===== src/rtl/uart_rx_pkt_ctrl.sv =====
// Packet controller behind uart_rx: SOF / length / payload framing with buffered, valid-ready output.
// Defining UART_PKT_CKSUM_EN adds a trailing XOR checksum byte and its CKSUM check state.
module uart_rx_pkt_ctrl #(
    parameter logic [7:0] SOF         = 8'h7E,
    parameter int         MAX_LEN     = 16,
    parameter int         TIMEOUT_CYC = 512
) (
    input  logic       clk,
    input  logic       reset,
    input  logic [7:0] rx_data,
    input  logic       rx_done,
    output logic [7:0] out_data,
    output logic       out_valid,
    input  logic       out_ready,
    output logic       out_last,
    output logic       pkt_ok,
    output logic       pkt_err,
    output logic [1:0] err_code,
    output logic [7:0] drop_cnt
);
    localparam int               IDX_W     = (MAX_LEN > 1) ? $clog2(MAX_LEN) : 1;
    localparam int               TMO_W     = $clog2(TIMEOUT_CYC + 1);
    localparam logic [7:0]       MAX_LEN_B = 8'(MAX_LEN);
    localparam logic [TMO_W-1:0] TMO_LAST  = TMO_W'(TIMEOUT_CYC - 1);
    localparam logic [1:0]       ERR_LEN   = 2'b01;
    localparam logic [1:0]       ERR_TMO   = 2'b11;
`ifdef UART_PKT_CKSUM_EN
    localparam logic [1:0]       ERR_CKSUM = 2'b10;
`endif

    typedef enum logic [2:0] {
        S_IDLE,
        S_LEN,
        S_PAYLOAD,
`ifdef UART_PKT_CKSUM_EN
        S_CKSUM,
`endif
        S_DRAIN
    } state_t;

    state_t           state, state_nxt;
    logic             rx_done_q;
    logic [7:0]       len_q, len_nxt;
    logic [IDX_W-1:0] wr_ptr, wr_ptr_nxt;
    logic [IDX_W-1:0] rd_ptr, rd_ptr_nxt;
    logic [TMO_W-1:0] tmo_cnt, tmo_nxt;
    logic             pkt_ok_nxt, pkt_err_nxt;
    logic [1:0]       err_code_nxt;
    logic [7:0]       drop_cnt_nxt;
    logic             buf_we;
    logic             byte_acc;
    logic             timed;
    logic [7:0]       pkt_buf [MAX_LEN];
`ifdef UART_PKT_CKSUM_EN
    logic [7:0]       xor_q, xor_nxt;
`endif

    // Rising edge of rx_done takes exactly one byte whether uart_rx pulses or holds the flag.
    assign byte_acc = rx_done && !rx_done_q;

`ifdef UART_PKT_CKSUM_EN
    assign timed = (state == S_LEN) || (state == S_PAYLOAD) || (state == S_CKSUM);
`else
    assign timed = (state == S_LEN) || (state == S_PAYLOAD);
`endif

    assign out_valid = (state == S_DRAIN);
    assign out_data  = out_valid ? pkt_buf[rd_ptr] : 8'd0;
    assign out_last  = out_valid && (8'(rd_ptr) == len_q - 8'd1);

    always_comb begin
        // NOTE: every signal driven here gets a default first, so no path can infer a latch.
        state_nxt    = state;
        len_nxt      = len_q;
        wr_ptr_nxt   = wr_ptr;
        rd_ptr_nxt   = rd_ptr;
        pkt_ok_nxt   = 1'b0;
        pkt_err_nxt  = 1'b0;
        err_code_nxt = err_code;
        drop_cnt_nxt = drop_cnt;
        buf_we       = 1'b0;
        tmo_nxt      = '0;
`ifdef UART_PKT_CKSUM_EN
        xor_nxt      = xor_q;
`endif
        if (timed && !byte_acc) tmo_nxt = tmo_cnt + 1'b1;

        case (state)
            S_IDLE: begin
                if (byte_acc && rx_data == SOF) state_nxt = S_LEN;
            end
            S_LEN: begin
                if (byte_acc) begin
                    if (rx_data != 8'd0 && rx_data <= MAX_LEN_B) begin
                        len_nxt    = rx_data;
                        wr_ptr_nxt = '0;
`ifdef UART_PKT_CKSUM_EN
                        xor_nxt    = rx_data;
`endif
                        state_nxt  = S_PAYLOAD;
                    end else begin
                        pkt_err_nxt  = 1'b1;
                        err_code_nxt = ERR_LEN;
                        state_nxt    = S_IDLE;
                    end
                end
            end
            S_PAYLOAD: begin
                if (byte_acc) begin
                    buf_we     = 1'b1;
                    wr_ptr_nxt = wr_ptr + 1'b1;
`ifdef UART_PKT_CKSUM_EN
                    xor_nxt    = xor_q ^ rx_data;
`endif
                    if (8'(wr_ptr) == len_q - 8'd1) begin
`ifdef UART_PKT_CKSUM_EN
                        state_nxt  = S_CKSUM;
`else
                        pkt_ok_nxt = 1'b1;
                        rd_ptr_nxt = '0;
                        state_nxt  = S_DRAIN;
`endif
                    end
                end
            end
`ifdef UART_PKT_CKSUM_EN
            S_CKSUM: begin
                if (byte_acc) begin
                    if ((rx_data ^ xor_q) == 8'd0) begin
                        pkt_ok_nxt = 1'b1;
                        rd_ptr_nxt = '0;
                        state_nxt  = S_DRAIN;
                    end else begin
                        pkt_err_nxt  = 1'b1;
                        err_code_nxt = ERR_CKSUM;
                        state_nxt    = S_IDLE;
                    end
                end
            end
`endif
            S_DRAIN: begin
                // Bytes arriving while the buffer is still being read out are counted and dropped.
                if (byte_acc && drop_cnt != 8'hFF) drop_cnt_nxt = drop_cnt + 8'd1;
                if (out_ready) begin
                    rd_ptr_nxt = rd_ptr + 1'b1;
                    if (out_last) state_nxt = S_IDLE;
                end
            end
            default: state_nxt = S_IDLE;
        endcase

        // An accepted byte in the expiry cycle takes precedence over the timeout.
        if (timed && !byte_acc && tmo_cnt == TMO_LAST) begin
            pkt_err_nxt  = 1'b1;
            err_code_nxt = ERR_TMO;
            state_nxt    = S_IDLE;
            tmo_nxt      = '0;
        end
    end

    always_ff @(posedge clk or posedge reset) begin
        if (reset) begin
            state     <= S_IDLE;
            rx_done_q <= 1'b0;
            len_q     <= 8'd0;
            wr_ptr    <= '0;
            rd_ptr    <= '0;
            tmo_cnt   <= '0;
            pkt_ok    <= 1'b0;
            pkt_err   <= 1'b0;
            err_code  <= 2'b00;
            drop_cnt  <= 8'd0;
`ifdef UART_PKT_CKSUM_EN
            xor_q     <= 8'd0;
`endif
        end else begin
            // NOTE: state registers use non-blocking assignments so all updates land together at the edge.
            state     <= state_nxt;
            rx_done_q <= rx_done;
            len_q     <= len_nxt;
            wr_ptr    <= wr_ptr_nxt;
            rd_ptr    <= rd_ptr_nxt;
            tmo_cnt   <= tmo_nxt;
            pkt_ok    <= pkt_ok_nxt;
            pkt_err   <= pkt_err_nxt;
            err_code  <= err_code_nxt;
            drop_cnt  <= drop_cnt_nxt;
`ifdef UART_PKT_CKSUM_EN
            xor_q     <= xor_nxt;
`endif
        end
    end

    // NOTE: the payload buffer has no reset; it is only read while out_valid is high, after a fresh fill.
    always_ff @(posedge clk) begin
        if (buf_we) pkt_buf[wr_ptr] <= rx_data;
    end
endmodule


===== config.mk =====
export PLATFORM = sky130hd
export DESIGN_NAME = uart_rx_pkt_ctrl
export DESIGN_NICKNAME = d
export VERILOG_FILES = /design/src/rtl/uart_rx_pkt_ctrl.sv
export SDC_FILE = /design/constraint.sdc
export NUM_CORES = 1
export LEC_CHECK = 0
export CORE_ASPECT_RATIO = 1.5
export CORE_MARGIN = 10
export CORE_UTILIZATION = 61
export CTS_CLUSTER_DIAMETER = 40
export DETAILED_ROUTE_END_ITERATION = 7
export GPL_TIMING_DRIVEN = 0
export HOLD_SLACK_MARGIN = 0.12
export PLACE_DENSITY = 0.87
export SETUP_SLACK_MARGIN = 0.2
export SLEW_MARGIN = 20
export SYNTH_ARGS = -nofsm -noshare
export SYNTH_HDL_FRONTEND = slang
export SYNTH_SLANG_ARGS = --single-unit

===== constraint.sdc =====
create_clock -name clk -period 5.8 [get_ports clk]
set_input_delay 1.16 -clock clk [delete_from_list [all_inputs] [get_ports clk]]
set_output_delay 1.16 -clock clk [all_outputs]
set_load 0.02 [all_outputs]

==> results of run 1 <==
[flip-flops by register name, summed over array words and instances, names as in the netlist]
| signal | flops |
|---|---|
| drop_cnt | 8 |
| pkt_buf | 128 |
| pkt_ok | 1 |
| rx_done_q | 1 |
| tmo_cnt | 10 |
| pkt_err | 1 |
| state | 2 |
| wr_ptr | 4 |
| err_code | 2 |
| len_q | 8 |
| rd_ptr | 4 |
[logic make-up after synthesis]
logic type               after synthesis
multiplexers                          49
flip-flops                           169
adder cells (fa/ha/maj)               12
XOR/XNOR                              28
buffers and inverters                 29
AO/OA/AOI/OAI                         27
AND/OR/NAND/NOR                      116
[critical path, delay by kind of cell, from the launching register on]
kind          cells  cell delay (ns)
mux               2             0.95
simple gates      1             0.17
buf+inv           3             1.65
flops             1             0.36
[cell type report]
| cell class | count | share of cell area |
|---|---|---|
| Sequential cell | 169 | 0.586 |
| Multi-Input combinational cell | 232 | 0.266 |
| Clock buffer | 18 | 0.0517 |
| Timing Repair Buffer | 34 | 0.0422 |
| Tap cell | 150 | 0.0226 |
| Clock inverter | 14 | 0.0167 |
| Buffer | 17 | 0.00949 |
| Inverter | 12 | 0.00542 |
[path summary, 6_finish.rpt]
| kind | start | endpoint | slack, ns |
|---|---|---|---|
| max in group asynchronous | reset | wr_ptr[3]$_DFFE_PP0P_ | 4.33 |
| min in group asynchronous | reset | tmo_cnt[3]$_DFF_PP0_ | 1.02 |
| worst max-delay path | rd_ptr[1]$_DFFE_PP0P_ | out_data[3] | 1.08 |
| worst max register to register | len_q[0]$_DFFE_PP0P_ | state[0]$_DFFE_PP0P_ | 2.89 |
| worst min register to register | len_q[6]$_DFFE_PP0P_ | len_q[6]$_DFFE_PP0P_ | 0.48 |
| worst min-delay path | len_q[6]$_DFFE_PP0P_ | len_q[6]$_DFFE_PP0P_ | 0.48 |
[report_power, final]
group	internal, W	switching [W]	total [W]
registers	0.00135	0.0000502	0.00140
logic	0.000333	0.000388	0.000721
clock network	0.000568	0.000498	0.00107
total	0.00226	0.000936	0.00319
[layout by cell type (no fill, tap or decap), types with 6 or more instances in the layout]
| cell | count |
|---|---|
| a21oi_1 | 7 |
| nor2_1 | 31 |
| buf_2 | 6 |
| inv_1 | 11 |
| dfrtp_1 | 41 |
| clkdlybuf4s50_1 | 33 |
| clkbuf_16 | 17 |
| nand3_1 | 12 |
| mux2_2 | 7 |
| xor2_1 | 8 |
| ha_1 | 12 |
| edfxtp_1 | 128 |
| clkbuf_1 | 9 |
| mux4_2 | 40 |
| xnor2_1 | 19 |
| nand2_1 | 20 |
| and2_1 | 13 |
[layer usage]
| metal | routed length [um] | vias to the layer above | GRT usage | part of all wire |
|---|---|---|---|---|
| li1 | - | 1763 | - | - |
| met1 | 5240 | 2056 | 0.214 | 0.35 |
| met2 | 8270 | 151 | 0.333 | 0.55 |
| met3 | 931 | 35 | 0.0467 | 0.062 |
| met4 | 534 | 0 | 0.0870 | 0.036 |
| met5 | 0 | - | 0 | 0 |
[metrics by stage]
stage,util,setup WS (ns),total power [W]
finish,0.720,1.08,0.00319
global route,0.720,1.06,0.00332
CTS,0.720,1.14,0.00320
detailed placement,0.671,1.65,0.00214
global placement,0.668,1.68,0.00211
floorplan,-,2.55,0.00194
==> run metrics, run 1 <==
status completed; Final min period 4.72 ns; cells along the critical path clkbuf_1 -> clkbuf_1 -> mux4_2 -> mux4_2 -> and2_1 -> clkdlybuf4s50_1; hold-fix buffer count after cts 0; Tot GR Track Use 0.192; min-delay worst type register to register; CP max FO 10; YS warnings 0; latest clock arrival within the worst-skew pair 0.42 ns; # port buffers 33; H-tree depth 4; Crit. End Element output port; startpoint types register; complex-gate fraction of the synthesized area 0.0258; r2r worst-path depth 9; top cells by area in the synthesized netlist edfxtp_1 (54%), dfrtp_1 (14%), mux4_2 (13%); die height 153 um; setup TNS 0 ns; #FFs+latches synth 169; largest family of logic cells by synthesized area multiplexers; WHS Path Cells 1; critical path class register to output port; PwrDens 384 nW/um2; Seq/Total Area, Yosys 0.678; Post-DP HPWL 10.1 mm; Layout Nets 507; Post-synth EDFFs 128; vias after detailed routing 4,005; Routed wire per std cell 23.2 um; placed cell count 614; Worst Hold Margin 0.480 ns; cell with the most instances after synthesis edfxtp_1; final wirelength 15.0 mm; mux contribution to synthesized area 0.139; antenna violations before repair 0; # clock sinks 169; cell count after synthesis 430; row count 48; setup bufs post-CTS 0; Final ANT Viol Nets 0; Setup Viol. Count Final 0; Max Clk Rate 212 MHz; DRC 0; relative slew slack 0.403; largest net degree at the start of global routing 27; Initial DRC Count 299; CTS Buf Count 17; clk slew on worst S/H paths 0.06 ns; multi-input logic area 2210 um2; CP peak stage delay 0.59 ns; die area 16,600 um2; Post-DP Area 7740 um2; register area 4870 um2; post-synthesis xor/xnor area fraction 0.0361; top cells by count, synth edfxtp_1 (128), dfrtp_1 (41), mux4_2 (40); vias in the first global route 4,322; ys async rst share 0.243; Post-Synth Adder-Cell Area 0.0209; Yosys top cell area share 0.535; Synth cell types 47; worst vdd ir 0.271 mV; I/O pin cnt 34; Yosys top cell by area edfxtp_1; global-route wire length before repair 24.0 mm; core area 11,500 um2; Final Instance Area 8310 um2; Synth Flop Type edfxtp_1; Least-Margin Pin Slew 0.872 ns; Final Wtd Congestion 0.816; Layout area overhead 15.7%; detailed-router iteration count before antenna repair 4; RSZ-0062 raised after global routing false; CTS tree built; cell area after synthesis 7180 um2; Synth Area in Simple Gates 0.0826; max_cap viols 0; data arrival time of the critical path 3.56 ns; Mean Syn Cell Area 16.7 um2; drt via density 6.20; share of layout cells above drive strength 1 0.196; initial core utilization 0.623; Finished Layout Cells 646; Mapped Nets 454; Resized cells post-CTS 0; root buffer cell clkbuf_16; final hold viol count 0; Worst Skew 0.00874 ns; Pleak 2.85 nW; Clock Tree Buf Depth 2; global route overflow 0; # diodes 0; # fillers 691; Worst EP required 4.64 ns; slowest CP cell clkbuf_1; Slew Viols, Final 0; Final period util 0.814; Die X 109 um
No activity file was read; power rests on OpenSTA's default activity.
==> inputs of run 2 (changes only) <==
CORE_UTILIZATION = 54   (was 61)
PLACE_DENSITY = 0.82   (was 0.87)
clock period = 4 ns   (was 5.8 ns; I/O delays follow)
==> run 2 against run 1 <==
Worst hold slack lost 0.010 ns. Count of clock-buffer cells in the layout is 1 higher. Design area rose by 1.1%. Clock skew about the same. Critical endpoint is now out_data[6]. Sequential cell count did not move. First-iteration DRC count up 24%. Via count down 1.4%. Critical path type unchanged. Sequential share of layout area is 0.66 points lower. Global-route usage is 2.5 points lower.
==> run metrics, run 2 (synthesis gave the netlist of run 1 again) <==
Logic pwr share 0.225; # fillers 886; Int Pwr 0.00341 W; global-route wire length before repair 23.4 mm; Top cell by count, worst path mux4_2; latest clock arrival within the worst-skew pair 0.42 ns; data arrival time of the critical path 2.91 ns; die area 18,400 um2; initial core utilization 0.552; Worst Skew 0.00906 ns; Crit path max-delay family multiplexers; Layout area overhead 17.0%; # diodes 0; min-delay worst type register to register; commonest non-fill, non-tap cells in the layout edfxtp_1 (128), dfrtp_1 (41), mux4_2 (40); total power 0.00472 W; Routed wire per std cell 22.3 um; worst min-delay path startpoint err_code[0]$_DFFE_PP0P_; Final period util 0.926; largest registers pkt_buf x128, tmo_cnt x10; Final Instance Area 8400 um2; Reg-to-Reg Start len_q[0]$_DFFE_PP0P_; startpoint types register; Clock Tree Buf Depth 2; Final ANT Viol Nets 0; switching share of power 0.277; critical path class register to output port; slowest CP cell mux4_2; I/O pin cnt 34; most common cell after layout, fill and taps aside edfxtp_1; WHS Path Cells 1; R2R Setup Slk 1.35 ns; Worst Hold End err_code[0]$_DFFE_PP0P_; row count 51; DRC 0; core area 13,000 um2; Layout Nets 507; Initial DRC Count 371; Worst Setup SP rd_ptr[0]$_DFFE_PP0P_; placed cell count 623; worst vdd ir 0.356 mV; Die X 114 um; Worst Path Buf+Inv 3; root buffer cell clkbuf_16; Setup Viol. Count Final 0; RR Endpoint state[1]$_DFFE_PP0P_; global route overflow 0; setup bufs post-CTS 0; vias in the first global route 4,222; antenna violations before repair 0; clk slew on worst S/H paths 0.06 ns; H-tree depth 4; PwrDens 562 nW/um2; Sequential Power Share 0.431; CTS Buf Count 17; setup TNS 0 ns; die height 161 um; flip-flop count of the largest register after layout 128; Tot GR Track Use 0.167; Final Wtd Congestion 0.794; relative slew slack 0.393; Least-Margin Pin Slew 0.908 ns; Slew Viols, Final 0; final hold viol count 0; Crit. End Element output port; Worst EP required 3.20 ns; Finished Layout Cells 655; # port buffers 33; Max Clk Rate 270 MHz; Pleak 2.98 nW; NetSw 0.00131 W; RSZ-0062 raised after global routing true; r2r worst-path depth 9; multi-input logic area 2210 um2; register area 4870 um2; CP max FO 10; share of layout cells above drive strength 1 0.202; Final min period 3.71 ns; detailed-router iteration count before antenna repair 5; max_cap viols 0; # clock sinks 169; CP peak stage delay 0.57 ns; cells along the critical path buf_6 -> buf_8 -> mux4_2 -> mux4_2 -> and2_1 -> clkdlybuf4s50_1; status completed; Post-DP Area 7750 um2; drt via density 6.03; Post-DP HPWL 9.92 mm; largest net degree at the start of global routing 26; Top reg by flops pkt_buf; vias after detailed routing 3,948; final wirelength 14.6 mm; CTS tree built; Clk pwr share 0.344
-- run 2: cell types whose count changed in the layout (fill, tap and decap cells not counted), sizes merged, moves of 2 or more --
cell | before | now
bufinv | 0 | 2
clkinv | 6 | 3
clkdlybuf4s50 | 33 | 27
dlymetal6s2s | 0 | 5
-- run 2: cell type report --
class	instances	area share
Inverter	12	0.00536
Timing Repair Buffer	34	0.0439
Tap cell	159	0.0237
Buffer	17	0.0143
Sequential cell	169	0.580
Clock inverter	13	0.0189
Clock buffer	19	0.0515
Multi-Input combinational cell	232	0.263
-- run 2: per-layer routing --
| layer | global-route usage | vias up | part of all wire |
|---|---|---|---|
| met5 | 0 | - | 0 |
| met4 | 0.0829 | 0 | 0.046 |
| met3 | 0.0467 | 37 | 0.071 |
| met2 | 0.283 | 170 | 0.52 |
| met1 | 0.188 | 1977 | 0.37 |
| li1 | - | 1764 | - |
-- run 2: power groups by stage --
stage,combinational [W],sequential (W),clock [W]
2_1_floorplan,0.000742,0.00207,0
3_5_place_dp,0.00102,0.00207,0
3_3_place_gp,0.000990,0.00207,0
4_1_cts,0.00106,0.00204,0.00164
6_report,0.00106,0.00204,0.00163
5_1_grt,0.00116,0.00205,0.00172
-- run 2: worst register-to-register path: cells and delay by family, from the launching register on --
family	cells	cell delay, ns
AOI/OAI and AO/OA	4	1.09
adders and majority gates	1	0.26
buffers and inverters	2	0.18
DFF	1	0.34
and+or+nand+nor	2	0.71
-- run 2: what timing repair did --
action / 4_1_cts / 5_1_grt
setup endpoints to repair: 9 / 8
gates resized for setup: 15 / 10
hold buffers: 0 / 0
-- run 2: per-stage QoR --
step,util,setup slack (ns),hold WS [ns]
2_1_floorplan,-,1.11,0.444
3_3_place_gp,0.592,0.114,0.451
3_5_place_dp,0.595,0.111,0.455
4_1_cts,0.643,0.211,0.471
5_1_grt,0.645,0.182,0.484
6_report,0.645,0.294,0.470
-- run 2: how the worst max path moves through the flow --
stage          slack [ns]          end  cells after the start
6_report             0.29  out_data[6]                      6
3_5_place_dp         0.11  out_data[2]                      6
2_1_floorplan        1.11     out_last                      5
4_1_cts              0.21  out_data[4]                      6
5_1_grt              0.18  out_data[6]                      6
3_3_place_gp         0.11  out_data[4]                      6
==> inputs of run 3 (changes only) <==
GPL_TIMING_DRIVEN = default   (was 0)
SKIP_LAST_GASP = 1   (was default)
==> run 3 against run 2 <==
Worst hold slack worse by 0.0022 ns. Die area stayed put. Global-route usage rose by 0.72 points. Clock skew decreased by 0.0018 ns. Critical path depth shrank 1. Clock power shrank 6%. Count of clock-buffer cells in the layout is 2 lower. Via count decreased by 0.10%. Register-to-register slack got worse by 0.17 ns. Highest routed layer unchanged.
==> run metrics, run 3 (synthesis gave the netlist of run 1 again) <==
Crit. End Element output port; vias in the first global route 4,330; critical path class register to output port; Reg-to-Reg Start len_q[0]$_DFFE_PP0P_; wl on met1 5.61 mm; status completed; Die X 114 um; Pleak 2.89 nW; Max Clk Rate 270 MHz; most common cell after layout, fill and taps aside edfxtp_1; vias after detailed routing 3,944; Final min period 3.70 ns; Worst Skew 0.00728 ns; CP max FO 28; Clock Tree Buf Depth 2; H-tree depth 4; Final period util 0.925; DRC 0; detailed-router iteration count before antenna repair 4; Finished Layout Cells 658; CTS tree built; Worst EP required 3.20 ns; Final Wtd Congestion 0.791; die area 18,400 um2; Post-DP HPWL 10.3 mm; final hold viol count 0; max layer used met4; WL met2 8.28 mm; placed cell count 623; min-delay worst type register to register; Layout area overhead 16.6%; Setup Viol. Count Final 0; Worst Setup SP rd_ptr[1]$_DFFE_PP0P_; # port buffers 33; # clock sinks 169; Layout Nets 510; antenna violations before repair 0; Slew Viols, Final 0; clk slew on worst S/H paths 0.07 ns; startpoint types register; global-route wire length before repair 24.2 mm; latest clock arrival within the worst-skew pair 0.43 ns; I/O pin cnt 34; final wirelength 15.3 mm; share of layout cells above drive strength 1 0.212; RSZ-0062 raised after global routing false; Initial DRC Count 283; Tot GR Track Use 0.174; largest registers pkt_buf x128, tmo_cnt x10; Core Util, Final 0.643; max_cap viols 0; commonest non-fill, non-tap cells in the layout edfxtp_1 (128), mux4_2 (40), dfrtp_1 (40); worst min-delay path startpoint err_code[0]$_DFFE_PP0P_; global route overflow 0; core area 13,000 um2; relative slew slack 0.302; root buffer cell clkbuf_16; drt via density 5.99; row count 51; Routed wire per std cell 23.2 um; Top reg by flops pkt_buf; worst vdd ir 0.370 mV; data arrival time of the critical path 2.90 ns; setup TNS 0 ns; CTS Buf Count 17; total power 0.00461 W; die height 161 um; Worst Hold Margin 0.468 ns; flip-flop count of the largest register after layout 128; Met3 Wirelength 873 um; largest net degree at the start of global routing 29; PwrDens 551 nW/um2; initial core utilization 0.552; WHS Path Cells 1; r2r worst-path depth 8; Final ANT Viol Nets 0; # diodes 0; Least-Margin Pin Slew 1.04 ns
## run 3: cell types whose count changed in the layout (fill, tap and decap cells not counted), moves of 4 or more
cell and delta:
buf_4 +18, dlymetal6s2s_1 -5, clkbuf_1 -7, nor3_1 +4, clkdlybuf4s50_1 +5, nor3_2 -4, buf_6 -4
## run 3: worst paths after layout
kind,to,slack [ns]
worst max-delay path,out_data[1],0.30
worst min-delay path,err_code[0]$_DFFE_PP0P_,0.47
worst max register to register,state[0]$_DFFE_PP0P_,1.18
worst min register to register,err_code[0]$_DFFE_PP0P_,0.47
max in group asynchronous,wr_ptr[3]$_DFFE_PP0P_,2.39
min in group asynchronous,drop_cnt[7]$_DFFE_PP0P_,0.82
## run 3: critical path, stage by stage (launching register included)
cell             delay, ns
dfrtp_1               0.62
buf_12                0.27
mux4_2                0.35
mux4_2                0.48
and2_1                0.20
clkdlybuf4s50_1       0.55
## run 3: per-stage QoR
step	worst slack (ns)	cell area, um2
CTS	0.278	8380
global route	0.209	8380
floorplan	1.11	7180
finish	0.299	8380
detailed placement	0.582	7790
global placement	0.611	7790
## run 3: power by group
group | internal [W] | switching [W]
combinational | 0.000499 | 0.000487
sequential | 0.00197 | 0.000122
clock | 0.000817 | 0.000721
total | 0.00328 | 0.00133
## run 3: final cells by class
| cell class | instances | area [um2] |
|---|---|---|
| Inverter | 12 | 45.0 |
| Tap cell | 159 | 199 |
| Multi-Input combinational cell | 232 | 2190 |
| Sequential cell | 169 | 4870 |
| Timing Repair Buffer | 54 | 512 |
| Clock inverter | 15 | 134 |
| Fill cell | 920 | 4640 |
| Clock buffer | 17 | 425 |
## run 3: what timing repair did
item | CTS | global route
endpoints found under the setup margin | 8 | 0
setup buffers | 3 | 0
hold buffers | 0 | 0
resized for setup | 2 | 0
hold endpoints to repair | 0 | 0
## run 3: per-layer routing
layer  track usage  vias up
met5             0        -
met4        0.0874        0
met3        0.0449       33
met2         0.303      124
met1         0.190     2017
li1              -     1770
